<file path="config.mk">
export PLATFORM = sky130hd
export DESIGN_NAME = rob_commit
export DESIGN_NICKNAME = d
export VERILOG_FILES = /design/src/rtl/rob_commit.sv
export SDC_FILE = /design/constraint.sdc
export NUM_CORES = 1
export LEC_CHECK = 0
export ABC_AREA = 0
export CAP_MARGIN = 15
export CORE_AREA = 4 4 271 273
export DETAILED_ROUTE_END_ITERATION = 16
export DIE_AREA = 0 0 275 277
export SETUP_SLACK_MARGIN = 0.15
export SLEW_MARGIN = 0
export SYNTH_ARGS = -nofsm -noshare
export SYNTH_HDL_FRONTEND = slang
export SYNTH_SLANG_ARGS = --single-unit
export TNS_END_PERCENT = 100
</file>
<file path="constraint.sdc">
create_clock -name clock -period 4.2 [get_ports clock]
set_clock_uncertainty 0.2 [all_clocks]
set_input_delay 0.84 -clock clock [delete_from_list [all_inputs] [get_ports clock]]
set_output_delay 0.84 -clock clock [all_outputs]
set_load 0.02 [all_outputs]
</file>
<file path="src/rtl/rob_commit.sv">
// rob_commit: retires ROB head slots each cycle, drives registered RF writes and a store-buffer handshake.
// Optional macro COMMIT_STATS_EN enables the stat_retired/stat_killed counters.
module rob_commit #(
  parameter int EXT_COUNT    = 4,
  parameter int EXTCOUNTLOG2 = $clog2(EXT_COUNT)
) (
  input  logic                    clock,
  input  logic                    reset_n,
  input  logic [EXT_COUNT-1:0]    head_valid,
  input  logic [EXT_COUNT-1:0]    head_kill,
  input  logic [4:0]              head_dest_reg [EXT_COUNT],
  input  logic [EXT_COUNT-1:0]    head_dest_valid,
  input  logic [31:0]             head_result [EXT_COUNT],
  input  logic [EXT_COUNT-1:0]    head_is_store,
  input  logic [31:0]             head_st_addr [EXT_COUNT],
  input  logic [31:0]             head_st_data [EXT_COUNT],
  input  logic                    rob_empty,
  output logic                    consume,
  output logic [EXTCOUNTLOG2-1:0] consume_count,
  output logic [EXT_COUNT-1:0]    rf_we,
  output logic [4:0]              rf_waddr [EXT_COUNT],
  output logic [31:0]             rf_wdata [EXT_COUNT],
  output logic                    st_req,
  output logic [31:0]             st_addr,
  output logic [31:0]             st_data,
  input  logic                    st_ack,
  output logic [31:0]             stat_retired,
  output logic [31:0]             stat_killed
);
  typedef enum logic {RUN, ST_WAIT} state_t;
  state_t state, state_nx;
  logic [EXT_COUNT-1:0] grp, ret, wr, we_nx;
  logic [EXTCOUNTLOG2:0] n, n_m1;
  logic stop, st_start, unused_bits;
  always_comb begin
    grp = '0;
    n = '0;
    stop = 1'b0;
    for (int i = 0; i < EXT_COUNT; i++) begin
      stop = stop | ~head_valid[i] | (head_is_store[i] & ~head_kill[i]);
      grp[i] = ~stop;
      n = n + {{EXTCOUNTLOG2{1'b0}}, ~stop};
    end
    n_m1 = n - {{EXTCOUNTLOG2{1'b0}}, 1'b1};
    st_start = (state == RUN) & ~rob_empty & head_valid[0] & head_is_store[0] & ~head_kill[0];
    consume = ~rob_empty & ((state == RUN) ? |grp : st_ack);
    consume_count = (state == RUN) ? n_m1[EXTCOUNTLOG2-1:0] : '0;
    ret = ~consume ? '0 : (state == RUN) ? grp : {{(EXT_COUNT-1){1'b0}}, 1'b1};
    state_nx = rob_empty ? state : (state == RUN) ? (st_start ? ST_WAIT : RUN) : (st_ack ? RUN : ST_WAIT);
    for (int i = 0; i < EXT_COUNT; i++)
      wr[i] = ret[i] & ~head_kill[i] & head_dest_valid[i] & (head_dest_reg[i] != 5'd0);
    // a later slot writing the same register overrides earlier ones in the group
    for (int i = 0; i < EXT_COUNT; i++) begin
      we_nx[i] = wr[i];
      for (int j = i + 1; j < EXT_COUNT; j++)
        if (wr[j] && head_dest_reg[j] == head_dest_reg[i]) we_nx[i] = 1'b0;
    end
    unused_bits = n_m1[EXTCOUNTLOG2];
    for (int i = 1; i < EXT_COUNT; i++)
      unused_bits = unused_bits ^ (^head_st_addr[i]) ^ (^head_st_data[i]);
  end
  always_ff @(posedge clock or negedge reset_n)
    if (!reset_n) state <= RUN;
    else state <= state_nx;
  assign st_req = (state == ST_WAIT);
  always_ff @(posedge clock or negedge reset_n)
    if (!reset_n) begin
      st_addr <= '0;
      st_data <= '0;
      rf_we <= '0;
      rf_waddr <= '{default: '0};
      rf_wdata <= '{default: '0};
    end else begin
      rf_we <= we_nx;
      rf_waddr <= head_dest_reg;
      rf_wdata <= head_result;
      if (st_start) begin
        st_addr <= head_st_addr[0];
        st_data <= head_st_data[0];
      end
    end
`ifdef COMMIT_STATS_EN
  logic [31:0] add_r, add_k;
  always_comb begin
    add_r = '0;
    add_k = '0;
    for (int i = 0; i < EXT_COUNT; i++) begin
      add_r = add_r + {31'd0, ret[i] & ~head_kill[i]};
      add_k = add_k + {31'd0, ret[i] & head_kill[i]};
    end
  end
  always_ff @(posedge clock or negedge reset_n)
    if (!reset_n) begin
      stat_retired <= '0;
      stat_killed <= '0;
    end else begin
      stat_retired <= stat_retired + add_r;
      stat_killed <= stat_killed + add_k;
    end
`else
  assign stat_retired = '0;
  assign stat_killed = '0;
`endif
endmodule
</file>
==> flow_summary.toml <==
[run_status]
outcome = "finished clean"

[grt]
grt_pass1_vias = 5962
grt_usage_pct = 8.48
grt_antenna_before_repair = 10
overflow = 0
grt_max_degree = 76
grt_pass1_wl_um = 45500

[logic_synthesis]
synth_seq_cells = 217
ys_warn_count = 0
synth_area_sq_mm = 0.00733
syn_area_per_cell_sq_um = 16.7
async_reset_ff_share_pct = 100
yosysSeqAreaShare_pct = 74.1
ys.flop_type = "dfrtp_1"
synth_cells = 439
ys_types = 36
synth-edff-count = 0

[finish]
final_nets = 1345
layout_common_cells = "clkdlybuf4s50_1 (444), dfrtp_1 (217), mux2_2 (64), conb_1 (64), clkbuf_16 (27)"
syn_to_final_growth_pct = 89.5
layout_commonest_cell = "clkdlybuf4s50_1"
drive_gt1_share_pct = 14.0

[sta]
hold_viol = 0
slew_headroom_pct = 63.8
timing.hold.ws_ps = 303
fin_crit_ps = 3970
finalMaxSlewViolations = 0
clock.fmax_mhz = 252
worst_slew_pin_slew_ps = 539
rsz0062_at_grt = "no"
fin_crit_sh_pct = 94.5
fin_ws_ps = 230
timing.setup.tns_ps = 0
setup_viol = 0

[die]
dieArea_sq_mm = 0.0762
start_util_pct = 10.3
ios = 708
fp.dieW_um = 275
coreArea_sq_mm = 0.0711
die_h_um = 277
rows = 98

[detailed_routing]
ant_nets = 0
dr.first_iter.drc_count = 90
wl_per_cell_um = 17.9
wl_um = 33900
drc = 0
firstDrtPassIters = 4
vias_per_cell = 2.76
route.vias.total = 5228

[placed_design]
port-buffer-count = 451
post-place-ws_ps = 16.6
dp_hpwl_um = 28200
routabilityCongestion = 0.811

[worst_setup_path]
r2r_end = "rf_we[1]$_DFF_PN0_"
start_kind = "input port"
r2r_start = "st_req$_DFFE_PN0N_"
worstPathRequired_ps = 3160
end_kind = "primary output"
r2r_cells = 5
path_class = "in2out"
arrival_ps = 2930
cp-endpoint = "consume_count[1]"
startpoint = "head_valid[0]"
r2r_slack_ps = 2290
cp_max_fo = 2

[clock_network]
cts.htree.levels = 1
cts_setup_buffers = 0
cts.clk_slew.worst_paths_ps = 60
cts.sinks = 217
cts_buffers = 27
cts_root_buffer = "clkbuf_16"
cts_buffer_depth = 3
clock_latency_ps = 560
cts_tree = "built"

[hold_path]
hp-start = "st_data[0]$_DFFE_PN0P_"
hp-class = "reg2reg"

[power_and_ir_drop]
p_per_area_mw_per_mm2 = 455
peakVddDrop_v = 0.000295
power.leakage_nw = 5.60

[run]
max-cap-violations = 0
## area by class of cell
class | instances | area [sq um]
diodes | 4 | 10.0
clock buffers | 32 | 724
clock inverters | 18 | 275
fillers | 7616 | 57200
inverters | 6 | 22.5
multi-input cells | 208 | 1600
flip-flops and latches | 217 | 5430
well taps | 950 | 1190
repair buffers | 459 | 4630
## state kept, by name, indices dropped and copies added, names as in the netlist
signal / flops
rf_we: 4
st_data: 32
st_addr: 32
st_req: 1
rf_waddr: 20
rf_wdata: 128
## worst min-delay path by stage
stage | end | slack, ps | cells past startpoint
floorplan | rf_waddr[0]$_DFF_PN0_ | 340 | 0
finish | st_data[0]$_DFFE_PN0P_ | 300 | 1
CTS | st_data[0]$_DFFE_PN0P_ | 310 | 1
global placement | st_data[26]$_DFFE_PN0P_ | 290 | 1
global route | st_addr[7]$_DFFE_PN0P_ | 320 | 1
detailed placement | st_data[0]$_DFFE_PN0P_ | 290 | 1
## logic make-up (layout without fill, tap and decap cells)
| family | Yosys count | in the layout | share of synthesized area, % |
|---|---|---|---|
| xor+xnor | 31 | 31 | 3.70 |
| other cells | 1 | 68 | 0.0512 |
| fa+ha+maj | 2 | 2 | 0.444 |
| simple gates | 35 | 35 | 3.11 |
| mux | 64 | 64 | 9.83 |
| compound gates | 12 | 12 | 1.43 |
| flops | 217 | 217 | 74.1 |
| buf+inv | 77 | 515 | 7.34 |
## metrics by stage
stage / utilization, % / instance area, sq um / cells / power (W)
finish: 19.5 / 13900 / 1894 / 0.00631
global route: 19.5 / 13900 / 1891 / 0.00661
CTS: 19.5 / 13900 / 1890 / 0.00647
detailed placement: 18.1 / 12900 / 1839 / 0.00379
global placement: 18.1 / 12900 / 1839 / 0.00377
floorplan: - / 7570 / 502 / 0.00296
## synthesized netlist by cell type, types with 4 or more instances
cell | number | area (sq um)
nor3_1 | 4 | 20.0
or4_1 | 4 | 30.0
nor2_1 | 5 | 18.8
nand2_1 | 4 | 15.0
o21ai_0 | 5 | 25.0
mux2_2 | 64 | 721
inv_1 | 6 | 22.5
xnor2_1 | 16 | 140
xor2_1 | 15 | 131
dfrtp_1 | 217 | 5430
buf_2 | 7 | 35.0
buf_4 | 64 | 480
## layer usage
layer,GRT usage [%],part of all wire [%],up-vias
met2,13.0,42,378
met5,0,0.12,-
met1,10.0,41,2507
met3,5.15,14,42
met4,2.23,2.6,6
li1,-,-,2295
## worst max-delay path, cell delays in order
cell	delay [ps]
clkdlybuf4s50_1	520
o2111ai_4	120
or2_2	310
ha_1	290
fa_1	380
xor2_1	180
nor2_2	130
buf_12	140
## report_power, final
group | switching [W] | internal (W)
registers | 0.000100 | 0.00230
clock network | 0.000971 | 0.00161
logic | 0.000647 | 0.000682
total | 0.00172 | 0.00460
## repair_timing
item,4_1_cts,5_1_grt
resized for setup,5,1
pin swaps,1,1
endpoints found under the hold margin,15,0
cloned,0,0
hold buffers,1,0
setup endpoints to repair,2,1
Power figures use the tool's default switching activity.
